$ cat config.mk
export PLATFORM = sky130hd
export DESIGN_NAME = seq_alu
export DESIGN_NICKNAME = d
export VERILOG_FILES = /design/src/rtl/seq_alu.sv
export SDC_FILE = /design/constraint.sdc
export NUM_CORES = 1
export LEC_CHECK = 0
export ABC_CLOCK_PERIOD_IN_PS = 5800
export CORE_ASPECT_RATIO = 0.5
export CORE_UTILIZATION = 61
export DETAILED_ROUTE_END_ITERATION = 8
export PLACE_DENSITY_LB_ADDON = 0.05
export SLEW_MARGIN = 15
export SYNTH_ARGS = -nofsm -noshare
export SYNTH_HDL_FRONTEND = slang
export SYNTH_SLANG_ARGS = --single-unit
$ cat constraint.sdc
create_clock -name Clk -period 5.8 [get_ports Clk]
set_input_delay 1.16 -clock Clk [delete_from_list [all_inputs] [get_ports Clk]]
set_output_delay 1.16 -clock Clk [all_outputs]
set_load 0.005 [all_outputs]
$ cat src/rtl/seq_alu.sv
// seq_alu: multi-cycle ALU with bit-serial logical shifts and registered result/flags
module seq_alu #(
  parameter int W  = 8,
  parameter int CW = $clog2(W) + 1
) (
  input  logic         Clk,
  input  logic         Reset,
  input  logic         Start,
  input  logic [2:0]   Op,
  input  logic [W-1:0] InA,
  input  logic [W-1:0] InB,
  output logic         Busy,
  output logic         Done,
  output logic [W-1:0] Out,
  output logic         Zero,
  output logic         Carry,
  output logic         Neg
);
  localparam logic [2:0] ADD = 3'b000, LSL = 3'b001, XOR = 3'b010, AND = 3'b011;
  localparam logic [2:0] CMP = 3'b100, SET = 3'b101, LSR = 3'b110, SUB = 3'b111;
  localparam logic [W-1:0]  W_MAX = W[W-1:0];
  localparam logic [CW-1:0] W_CNT = W[CW-1:0];
  typedef enum logic [1:0] {IDLE, SHIFT, FIN} state_t;
  state_t state_q, state_d;
  logic [2:0] op_q, op_d;
  logic [W-1:0] w_q, w_d, out_q, out_d, res;
  logic [CW-1:0] cnt_q, cnt_d;
  logic zero_q, zero_d, carry_q, carry_d, neg_q, neg_d, upd;
  logic [W:0] sum, dif;
  // next state, working shift register, and result/flag commit on entry to FIN
  always_comb begin
    sum = {1'b0, InA} + {1'b0, InB};
    dif = {1'b0, InA} - {1'b0, InB};
    state_d = state_q;
    op_d = op_q;
    w_d = w_q;
    cnt_d = cnt_q;
    out_d = out_q;
    carry_d = carry_q;
    res = out_q;
    upd = 1'b0;
    case (state_q)
      IDLE: if (Start) begin
        op_d = Op;
        w_d = InA;
        cnt_d = (InB >= W_MAX) ? W_CNT : InB[CW-1:0];
        if ((Op == LSL || Op == LSR) && InB != '0) begin
          state_d = SHIFT;
        end else begin
          state_d = FIN;
          upd = 1'b1;
          case (Op)
            ADD:      begin res = sum[W-1:0]; carry_d = sum[W]; end
            SUB, CMP: begin res = dif[W-1:0]; carry_d = ~dif[W]; end
            XOR:      begin res = InA ^ InB; carry_d = 1'b0; end
            AND:      begin res = InA & InB; carry_d = 1'b0; end
            SET:      res = InB;
            default:  begin res = InA; carry_d = 1'b0; end
          endcase
          out_d = (Op == CMP) ? out_q : res;
        end
      end
      SHIFT: begin
        w_d = (op_q == LSR) ? w_q >> 1 : w_q << 1;
        cnt_d = cnt_q - 1'b1;
        if (cnt_q == 1) begin
          state_d = FIN;
          upd = 1'b1;
          res = w_d;
          out_d = w_d;
          carry_d = (op_q == LSR) ? w_q[0] : w_q[W-1];
        end
      end
      default: state_d = IDLE;
    endcase
    zero_d = upd ? (res == '0) : zero_q;
    neg_d = upd ? res[W-1] : neg_q;
  end
  // state and output registers with synchronous reset
  always_ff @(posedge Clk) begin
    if (Reset) begin
      state_q <= IDLE;
      op_q <= '0;
      w_q <= '0;
      cnt_q <= '0;
      out_q <= '0;
      zero_q <= 1'b0;
      carry_q <= 1'b0;
      neg_q <= 1'b0;
    end else begin
      state_q <= state_d;
      op_q <= op_d;
      w_q <= w_d;
      cnt_q <= cnt_d;
      out_q <= out_d;
      zero_q <= zero_d;
      carry_q <= carry_d;
      neg_q <= neg_d;
    end
  end
  assign Busy = state_q != IDLE;
  assign Done = state_q == FIN;
  assign Out = out_q;
  assign Zero = zero_q;
  assign Carry = carry_q;
  assign Neg = neg_q;
endmodule
==> results of run 1 <==
[stage by stage]
stage               hold slack, ps  total power [mW]  std cells  utilization (%)
global route                 510.9            0.6938        468            72.65
finish                       476.0            0.6636        468            72.65
global placement             454.1            0.4875        464            71.04
detailed placement           466.5            0.4956        464            71.04
CTS                          478.9            0.6511        468            72.65
floorplan                    460.6            0.4076        398                -
[worst min path at each step]
stage,endpoint,from,slack (ps),cells after the start
2_1_floorplan,cnt_q[2],cnt_q[2],460,2
3_3_place_gp,Neg,Neg,450,2
3_5_place_dp,Neg,Neg,470,2
4_1_cts,Neg,Neg,480,2
5_1_grt,Neg,Neg,510,2
6_report,Neg,Neg,480,2
[per-layer routing]
metal,wire length (um),vias to the layer above
li1,-,1491
met1,3859,1507
met2,3821,228
met3,1098,22
met4,153,0
met5,0,-
[state kept, by name (all words and copies together), names as in the netlist]
register  count
Neg           1
state_q       2
cnt_q         4
op_q          3
Carry         1
w_q           8
Out           8
Zero          1
[power by group]
part           switching, mW  total, mW  leakage [nW]  internal [mW]
Combinational          0.157      0.270          1.03          0.114
Sequential            0.0212      0.232         0.231          0.211
Clock                 0.0686      0.161        0.0357         0.0927
[Yosys cell counts, types with 3 or more instances]
cell type | instances | share of area [%]
nor2_1 | 57 | 7.5
a21oi_1 | 36 | 6.4
nand2_1 | 33 | 4.4
dfxtp_1 | 28 | 20
o21ai_0 | 27 | 4.8
inv_1 | 25 | 3.3
ha_1 | 19 | 8.4
clkbuf_1 | 18 | 2.4
mux2i_1 | 11 | 3.9
nor3_1 | 10 | 1.8
a211oi_1 | 8 | 2.1
nor4_1 | 8 | 1.8
a221oi_1 | 7 | 2.2
nand2b_1 | 6 | 1.3
nand3_1 | 6 | 1.1
a21o_1 | 5 | 1.3
buf_2 | 5 | 0.88
nor2b_1 | 5 | 1.1
a311oi_1 | 4 | 1.2
o21ai_1 | 4 | 0.71
and2_1 | 3 | 0.66
nand3b_1 | 3 | 0.79
o311ai_0 | 3 | 0.93
or3_1 | 3 | 0.66
[worst min-delay path, delay by kind of cell (launching register included)]
| kind | cells | cell delay, ps |
|---|---|---|
| AO/OA/AOI/OAI | 1 | 50 |
| buffers and inverters | 1 | 60 |
| flip-flops | 1 | 320 |
[layout by cell type (no fill, tap or decap), drive strengths merged, types with 3 or more instances in the layout]
cell type and instances:
nor2b 5, nand3b 3, nor3 12, nor4 8, nand2 33, mux2i 11, ha 19, a21oi 37
nor2 57, a211oi 9, clkbuf 3, a31o 3, a2111oi 3, o311ai 3, or3 3, a221oi 7
dfxtp 28, a311oi 5, nand2b 6, nand3 6, clkdlybuf4s50 34, o21ai 31, a21o 5, and2 3
inv 26
[logic make-up after synthesis]
logic type / count (synthesis) / share of synthesized area (%)
adders and majority gates: 21 / 9.797
AOI/OAI and AO/OA: 137 / 33.50
buffers and inverters: 53 / 7.502
and+or+nand+nor: 145 / 24.14
muxes: 12 / 4.678
xor gates and xnor gates: 2 / 0.6179
DFF: 28 / 19.77
[cell type report]
cell class	instances	share of cell area, %
Clock inverter	1	0.9342
Tap cell	57	2.219
Sequential cell	28	17.44
Inverter	27	3.153
Clock buffer	3	1.285
Timing Repair Buffer	35	10.82
Multi-Input combinational cell	317	64.15
==> metrics.txt, run 1 <==
slowest stage cell, crit path clkdlybuf4s50_1; Post-synth top flop dfxtp_1; cell area power density 206.5 mW/mm^2; CP max FO 30; area occupied by multi-input gates 0.002062 sq mm; Max-cap violations 0; Critical Path RT 5990 ps; WP depth 9; Ant. Diodes 0; dpl cell area 0.003143 sq mm; CTS Hold Bufs 0; pre-CTS WS 1433 ps; die height 50.21 um; Worst Setup EP Out[1]; largest net degree at the start of global routing 31; post-synthesis async set-or-reset flop share 0%; Final min period 4169 ps; met2 GRT Util 56.92%; Reg2Reg Launch Point op_q[0]; Synth Area per Inst 7.124 sq um; total CTS buffers 3; CP startpoint kind input pin; Seq cells post-synth 28; skew final 2.781 ps; Post-Syn Instances 398; Worst-Margin Slew 1092 ps; CP peak stage delay 1140 ps; core area 0.004424 sq mm; unique cell type count in the Yosys netlist 71; Initial Util 64.08%; leak pwr 1.296 nW; Max-slew headroom 26.96%; area grow syn2layout 13.37%; Seq/Total Area, Yosys 19.77%; vias in the first global route 2,805; WS Path Type in -> reg; failing checks design-rule violations; Vias/cell 6.940; peak supply drop 0.08966 mV; clock root buffer clkbuf_8; WL final 8932 um; Syn. warnings 0; # fillers 352; PortBufs 34; fin crit share 71.88%; synthesized area 0.002835 sq mm; fin worst setup slack 1631 ps; Clock Latency Late Sink 290 ps; gpl congestion 0.9812; Final Hold Fails 0; Worst setup EP type register; reg2reg path depth 8; global-route track usage on met3 7.521%; DR WL/cell 19.09 um; Reg2Reg Setup Slack 3210 ps; Site Rows 17; DRC Markers 1; outcome finished with violations; Crit path buffers/inverters 1; crit path DAT 4360 ps; Hold Crit Class reg -> reg; Final Cell Area 0.003214 sq mm; Die X 98.42 um; global route hottest layer met2; initial antenna violation count 0; GRT overflow 0; Nets 455; Storage cell area 560.5 sq um; clock buffer depth 2; EDFF count, synth 0; RSZ-0062 raised after global routing false; setup TNS 0 ps; Antenna Nets Post-Route 0; die area 0.004941 sq mm; Post-CTS Resized 0; post-detail-place hpwl 6822 um; FMAX 239.9 MHz; First DRT Iteration DRCs 294; first-pass GRT wire length 13,970 um; Slew Viols, Final 0; gr usage total 36.38%; worst reg2reg endpoint Zero; CP Cell Sequence clkdlybuf4s50_1 > or3b_1 > o21a_1 > nor2_1 > a21o_1 > a21oi_2 > a21boi_1 > nor2_1 > a211oi_1; via count 3,248; H-tree Lvls 1; cell with the most instances on the worst path nor2_1; total iterations of the first detailed-routing run 9; # setup viols final 0; # Post-CTS Setup Buffers 0; met1 track demand over resource 51.16%; # clock sinks 28; Ports 35; share of cells above drive strength 1 4.623%; CTS tree built; syn nets 441; Clock Pin Slew Worst Setup and Hold Paths 100 ps; crit path launch Op[2]; CP top delay family compound AO/OA/AOI/OAI gates
No activity file was read; power rests on OpenSTA's default activity.
==> run 2: changes to the inputs <==
- ABC_CLOCK_PERIOD_IN_PS: 5800 -> 3500
- CORE_UTILIZATION: 61 -> 51
- clock period: 5.8 -> 3.5 ns (I/O delays scaled with it)
==> run 2 against run 1 <==
Highest routed layer unchanged; via count is 0.58% higher; wire length increased by 5.6%; power increased by 71%; first-iteration DRC count increased by 19%; critical endpoint is now Zero; worst hold slack better by 1.1 ps; combinational power increased by 79%; critical path type unchanged; final cell count is 9.2% higher; sequential power is 66% higher; the run now ends clean; global-route usage shrank 3.2 points.
==> metrics.txt, run 2 (synthesis results as in run 1) <==
outcome finished clean; Hold Slack 477.1 ps (+1.117 ps); worst reg2reg endpoint Zero; Max-cap violations 0 (unchanged); PortBufs 34 (unchanged); Worst setup EP type register; first-pass GRT wire length 14,760 um (+5.7%); Die X 107.4 um (+9.2%); Nets 485 (+6.6%); H-tree Lvls 1 (unchanged); WL final 9434 um (+5.6%); clock root buffer clkbuf_8; Site Rows 18 (+1); slowest stage cell, crit path clkdlybuf4s50_1; final core occ 67.30% (-5.4 points); WP depth 11 (+2); cell area power density 328.9 mW/mm^2 (+59%); CP max FO 4 (-87%); Crit path buffers/inverters 1 (unchanged); # clock sinks 28 (unchanged); Reg2Reg Setup Slack 940 ps (-2270 ps); Final Hold Fails 0 (unchanged); Hold Crit Class reg -> reg; Reg2Reg Launch Point op_q[0]; Ports 35 (unchanged); peak supply drop 0.2496 mV (+180%); CTS Hold Bufs 0 (unchanged); skew final 1.546 ps (-1.235 ps); fin crit share 94.81%; CTS tree built; Antenna Nets Post-Route 0 (unchanged); CP top delay family compound AO/OA/AOI/OAI gates; commonest non-fill, non-tap cell in the layout nor2_1; GRT overflow 0 (unchanged); area grow syn2layout 21.89%; leak pwr 1.441 nW (+11%); Clock Latency Late Sink 290 ps (about the same); crit path DAT 3530 ps (-830 ps); DP Cell Count 507 (+9.3%); most frequent cells in the layout nor2_1 (57), a21oi_1 (36), clkdlybuf4s50_1 (34); Final Cell Area 0.003456 sq mm (+7.5%); Ant. Diodes 0 (unchanged); Initial Util 55.21% (-8.9 points); Post-CTS Resized 0 (unchanged); post-detail-place hpwl 7342 um (+7.6%); share of cells above drive strength 1 11.11% (+6.5 points); WS Path Type in -> reg; Critical Path RT 3710 ps (-2280 ps); crit path launch InA[0]; Final min period 3318 ps; CP Cell Sequence clkdlybuf4s50_1 > ha_1 > fa_1 > nor2b_1 > o211a_1 > o311a_1 > or4_1 > o221a_2 > nand2_1 > a21oi_1 > o31ai_2; RSZ-0062 raised after global routing false; Worst-Margin Slew 767.6 ps (-324.6 ps); # Post-CTS Setup Buffers 0 (unchanged); via count 3,267 (+0.58%); Clock Pin Slew Worst Setup and Hold Paths 100 ps (about the same); Vias/cell 6.393 (-7.9%); DR WL/cell 18.46 um (-3.3%); gpl congestion 0.9528 (-2.9%); die height 54.72 um (+9.0%); total CTS buffers 3 (unchanged); initial antenna violation count 0 (unchanged); FMAX 301.3 MHz; Slew Viols, Final 0 (unchanged); vias in the first global route 2,801 (-0.14%); CP peak stage delay 510 ps (-630 ps); dpl cell area 0.003385 sq mm (+7.7%); clock buffer depth 2 (unchanged); CP startpoint kind input pin; Post-Layout Cell Count 511 (+9.2%); core area 0.005135 sq mm (+16%); largest net degree at the start of global routing 20 (-35%); reg2reg path depth 8 (unchanged); First DRT Iteration DRCs 350 (+19%); total iterations of the first detailed-routing run 5 (-4); Worst Setup EP Zero; DRC Markers 0 (-1); setup TNS 0 ps (unchanged); gr usage total 33.21% (-3.2 points); # setup viols final 0 (unchanged); die area 0.005879 sq mm (+19%); Max-slew headroom 48.67% (+22 points)
-- run 2: cell types whose count changed in the layout (fill, tap and decap cells not counted), sizes merged --
| cell | change |
|---|---|
| buf | +30 |
-- run 2: worst min-delay path, cell delays in order (launching register included) --
cell	delay [ps]
dfxtp_1	330
inv_1	60
a211oi_2	50
-- run 2: worst min-delay path by stage --
stage / startpoint / end / slack (ps) / cells past startpoint
after detailed placement: Neg / Neg / 460 / 2
after floorplan: cnt_q[2] / cnt_q[2] / 460 / 2
final: Neg / Neg / 480 / 2
after global routing: Neg / Neg / 500 / 2
after global placement: Neg / Neg / 450 / 2
after CTS: Neg / Neg / 480 / 2
-- run 2: final cells by class --
type	count	area [sq um]
Inverter	27	101.3
Timing Repair Buffer	65	573.1
Sequential cell	28	560.5
Clock buffer	3	41.29
Fill cell	461	1679
Tap cell	70	87.58
Clock inverter	1	30.03
Multi-Input combinational cell	317	2062
-- run 2: layer usage --
metal,vias to the layer above,part of all wire [%],track usage (%)
met5,-,0,0
met4,0,0.84,4.566
met3,14,11,7.262
met2,174,42,54.19
met1,1533,46,46.24
li1,1546,-,-
-- run 2: stage by stage --
stage	power [mW]	setup slack (ps)
floorplan	0.6755	608.1
global placement	0.8484	-0.6837
detailed placement	0.8594	-79.91
CTS	1.119	209.4
global route	1.189	37.77
finish	1.137	181.6
-- run 2: report_power, final --
part	leakage, nW	total, mW	internal [mW]	switching [mW]
Sequential	0.231	0.386	0.349	0.0365
Combinational	1.17	0.483	0.216	0.267
Clock	0.0357	0.268	0.154	0.114
==> run 3: changes to the inputs <==
- PLACE_DENSITY_LB_ADDON: 0.05 -> 0.08
==> run 3 against run 2 <==
Global-route usage is 1.7 points higher; critical path depth is 1 higher; combinational power is 0.8% higher; critical path type unchanged.
==> metrics.txt, run 3 (synthesis results as in run 1) <==
outcome finished clean; initial antenna violation count 0 (unchanged); Vias/cell 6.502 (+1.7%); largest net degree at the start of global routing 22 (+10%); Antenna Nets Post-Route 0 (unchanged); Die X 107.4 um (unchanged); Worst setup EP type register; leak pwr 1.455 nW (+0.96%); peak supply drop 0.3119 mV (+25%); WL final 9785 um (+3.7%); vias in the first global route 2,938 (+4.9%); Ant. Diodes 0 (unchanged); WL met2 4243 um (+6.6%); Reg2Reg Launch Point op_q[0]; Critical Path RT 3710 ps (about the same); Sw Pwr 0.4198 mW (+0.46%); post-detail-place hpwl 7696 um (+4.8%); pre-CTS WS -134.8 ps (-54.84 ps); Site Rows 18 (unchanged); Max-slew headroom 45.26% (-3.4 points); gr usage total 34.95% (+1.7 points); Nets 486 (+0.21%); total iterations of the first detailed-routing run 5 (unchanged); first-pass GRT wire length 15,360 um (+4.1%); die area 0.005879 sq mm (unchanged); Highest Signal Layer met4; worst reg2reg endpoint Zero; GRT overflow 0 (unchanged); Final min period 3349 ps (+30.48 ps); PortBufs 34 (unchanged); fin crit share 95.68% (+0.87 points); skew final 3.579 ps (+2.033 ps); hold path endpoint Neg; Clk pwr share 23.3% (-0.3 points); part of the power in combinational logic 42.8% (+0.3 points); area grow syn2layout 22.24%; core area 0.005135 sq mm (unchanged); switching share of power 36.90% (+0.13 points); # clock sinks 28 (unchanged); power share of the sequential group 33.9% (about the same); CP max FO 4 (unchanged); hold path cells 2 (unchanged); Ports 35 (unchanged); final core occ 67.50% (+0.19 points); Metal-1 WL 4332 um (about the same); via count 3,329 (+1.9%); total CTS buffers 3 (unchanged); Worst-Margin Slew 818.1 ps (+50.48 ps); Internal 0.7180 mW (about the same); DP Cell Count 508 (+0.20%); Clock Latency Late Sink 280 ps (about the same); Hold Slack 474.9 ps (-2.165 ps); cell area power density 328.3 mW/mm^2 (-0.18%); Clock Pin Slew Worst Setup and Hold Paths 100 ps (about the same); crit path DAT 3560 ps (+30 ps); reg2reg path depth 8 (unchanged); clock root buffer clkbuf_8; FMAX 298.6 MHz (-0.91%); H-tree Lvls 1 (unchanged); Hold Crit Class reg -> reg; Reg2Reg Setup Slack 810 ps (-130 ps); gpl congestion 0.9411 (-1.2%); Post-Layout Cell Count 512 (+0.20%); Hold Startpoint Neg; clock buffer depth 2 (unchanged); CP startpoint kind input pin; die height 54.72 um (unchanged); CTS tree built; most frequent cells in the layout nor2_1 (57), a21oi_1 (36), nand2_1 (33), clkdlybuf4s50_1 (33), buf_4 (32); fin worst setup slack 151.1 ps (-30.48 ps); RSZ-0062 raised after global routing false; Initial Util 55.21% (unchanged); share of cells above drive strength 1 11.31% (+0.20 points); crit path launch InA[0]; Max-cap violations 0 (unchanged); DR WL/cell 19.11 um (+3.5%); First DRT Iteration DRCs 390 (+11%); commonest non-fill, non-tap cell in the layout nor2_1; DRC Markers 0 (unchanged); setup TNS 0 ps (unchanged); met3 wire length 1146 um (+10%); Final Hold Fails 0 (unchanged); # Post-CTS Setup Buffers 0 (unchanged); Slew Viols, Final 0 (unchanged); # setup viols final 0 (unchanged); WS Path Type in -> reg
-- run 3: how the worst max path moves through the flow --
stage,slack (ps),end
2_1_floorplan,610,Neg
3_3_place_gp,-100,Out[6]
3_5_place_dp,-130,Out[7]
4_1_cts,150,Out[7]
5_1_grt,50,Out[7]
6_report,150,Zero
-- run 3: layer usage --
metal / up-vias / GRT usage (%)
met2: 204 / 56.24
met3: 6 / 9.286
met5: - / 0
met1: 1564 / 47.54
li1: 1555 / -
met4: 0 / 7.078
-- run 3: power by group through the flow --
stage	sequential [mW]	combinational (mW)	clock, mW
finish	0.385	0.487	0.265
global route	0.390	0.531	0.277
CTS	0.383	0.474	0.264
detailed placement	0.391	0.472	0
global placement	0.387	0.463	0
floorplan	0.380	0.296	0
-- run 3: layout make-up --
cell class              count  area, sq um
clock buffers               3        41.29
clock inverters             1        30.03
fillers                   446         1669
inverters                  27        101.3
multi-input cells         317         2062
flip-flops and latches     28        560.5
well taps                  70        87.58
repair buffers             66        583.1
-- run 3: metrics by stage --
stage                     total power, mW  cell area, sq um
final                               1.138              3466
after global routing                1.198              3466
after floorplan                    0.6755              2835
after CTS                           1.121              3463
after global placement             0.8498              3392
after detailed placement           0.8624              3392
-- run 3: critical path, cell delays in order --
cell and delay, ps:
clkdlybuf4s50_1 480, inv_1 120, ha_1 160, inv_1 50, fa_1 440, a31o_2 240
a221o_1 340, a21oi_1 280, nor2_1 80, o311ai_0 290, nand4b_1 170, o31ai_2 200
-- run 3: repair_timing --
action | in CTS | in global routing
endpoints found under the setup margin | 0 | 2
gates resized for setup | 0 | 1
hold buffers | 0 | 0
==> RTL change (settings of run 3) <==
`W`: 8 -> 16.
--- a/src/rtl/seq_alu.sv
+++ b/src/rtl/seq_alu.sv
@@ -1,5 +1,5 @@
 // seq_alu: multi-cycle ALU with bit-serial logical shifts and registered result/flags
 module seq_alu #(
-  parameter int W  = 8,
+  parameter int W  = 16,
   parameter int CW = $clog2(W) + 1
 ) (
Ports: changed (resized InA, InB and Out); port bits go from 35 to 59. No check against the original RTL was run, so the function may have changed too.
==> RTL change against run 3 <==
- sequential cell count increased by 17
- final area increased by 100%
- routed wire length increased by 100%
- synthesized cell count increased by 71%
- total power increased by 98%
- worst setup slack got worse by 0.069 ns
- combinational power increased by 120%
- area after synthesis increased by 76%
- critical endpoint unchanged
- highest routed layer unchanged
==> RTL change: results (changes against run 3) <==
stage,metric,value,unit,change
synth,Synth Area in Adders,0.0957,,-0.00223
drt,metal2 WL,8050,microns,+90%
synth,multiplexer share of the synthesized area,0.0486,,+0.00184
floorplanning,Rows,25,,+7
worst_hold_path,hold_sp,Out[15],,
synth,"Seq/Total Area, Yosys",0.180,,-0.0173
critical_path,register-to-register setup slack,0.79,ns,-0.02 ns
global_route,global-route wire length before repair,30200,microns,+96%
finish,Non-clk invs,43,,+59%
sta,final worst slack,0.0819,ns,-0.0692 ns
power_and_ir_drop,combinational power,0.00109,W,+120%
critical_path,Worst R2R Start,state_q[0],,
finish,flip-flop and latch count,45,,+61%
finish,buffer share of cell area,0.242,,+0.0737
finish,# nets final,920,,+89%
finish,#MultiIn Comb,547,,+73%
power_and_ir_drop,peak supply drop,0.190,mV,-39%
finish,area of the multi-input gates,3960,sq um,+92%
power_and_ir_drop,Internal,0.00143,W,+99%
drt,WL met1,8830,microns,+100%
global_route,grt met1 use,0.561,,+0.0858
synth,Post-Syn Nets,755,,+71%
global_route,GR Util met2,0.563,,about the same
place,Placed Area,6650,sq um,+96%
finish,ClkCell Share,0.0244,,+0.00381
synth,Yosys cell types,84,,+18%
finish,Seq area share,0.127,,-0.0345
synth,Synth Instances,680,,+71%
synth,ranking of synthesized cells by area,"dfxtp_1 18%, ha_1 8.8%, nor2_1 5.9%, o21ai_0 5.9%, mux2i_1 4.4%",,
power_and_ir_drop,total power draw,0.00226,W,+98%
place,RePlAce Congestion,0.948,,+0.77%
place,I/O Buffers,58,,+71%
finish,layout cells sized above 1,0.249,,+0.136
drt,Routed met3 length,2350,microns,+110%
finish,# clk buffers,7,,+4
run_status,status,"finished, final reports clean",,
finish,fill count,764,,+71%
finish,Layout Cells excl Fill,981,,+92%
global_route,All-Layer GR Usage,0.383,,+0.0337
sta,Min Hold Slack,0.471,ns,-0.00433 ns
cts,CTS buffer count,5,,+2
drt,drt first pass iters,6,,+1
global_route,largest net degree at the start of global routing,43,,+95%
place,DP Worst Slack,-0.465,ns,-0.331 ns
power_and_ir_drop,clock network power share,0.246,,+0.013
place,placed cell count,969,,+91%
place,hpwl dp,15000,microns,+94%
synth,post-synthesis xor/xnor area fraction,0.0211,,+0.0149
critical_path,Worst R2R Path Depth,9,,+1
finish,Plain + repair buffers,203,,+210%
critical_path,critical path data arrival time,3.63,ns,+0.07 ns
cts,htree depth,2,,+1
finish,fraction of area in multi-input gates,0.560,,-0.0351
drt,routed via count,6136,,+84%
drt,DRT iter0 DRCs,787,,+100%
RTL change: cells by family (layout without fill, tap and decap cells):
| family | count (synthesis) | count (layout) |
|---|---|---|
| simple gates | 216 | 216 |
| flops | 45 | 45 |
| buf+inv | 88 | 254 |
| xor+xnor | 12 | 12 |
| compound gates | 259 | 259 |
| mux | 23 | 23 |
| fa+ha+maj | 37 | 37 |
RTL change: how the worst max path moves through the flow:
stage          startpoint  endpoint  cells past startpoint
5_1_grt            InB[3]      Zero                     15
3_5_place_dp       InA[0]      Zero                     15
6_report           InA[4]      Zero                     14
2_1_floorplan      InA[0]      Zero                     12
4_1_cts            InB[3]      Zero                     13
3_3_place_gp       InB[4]      Zero                     13
RTL change: repair_timing:
| action | CTS | global route |
|---|---|---|
| buffers inserted | 0 | 4 |
| hold endpoints to repair | 0 | 0 |
| pin swaps | 5 | 20 |
| resized for setup | 8 | 43 |
| endpoints found under the setup margin | 9 | 11 |
| hold buffers | 0 | 0 |
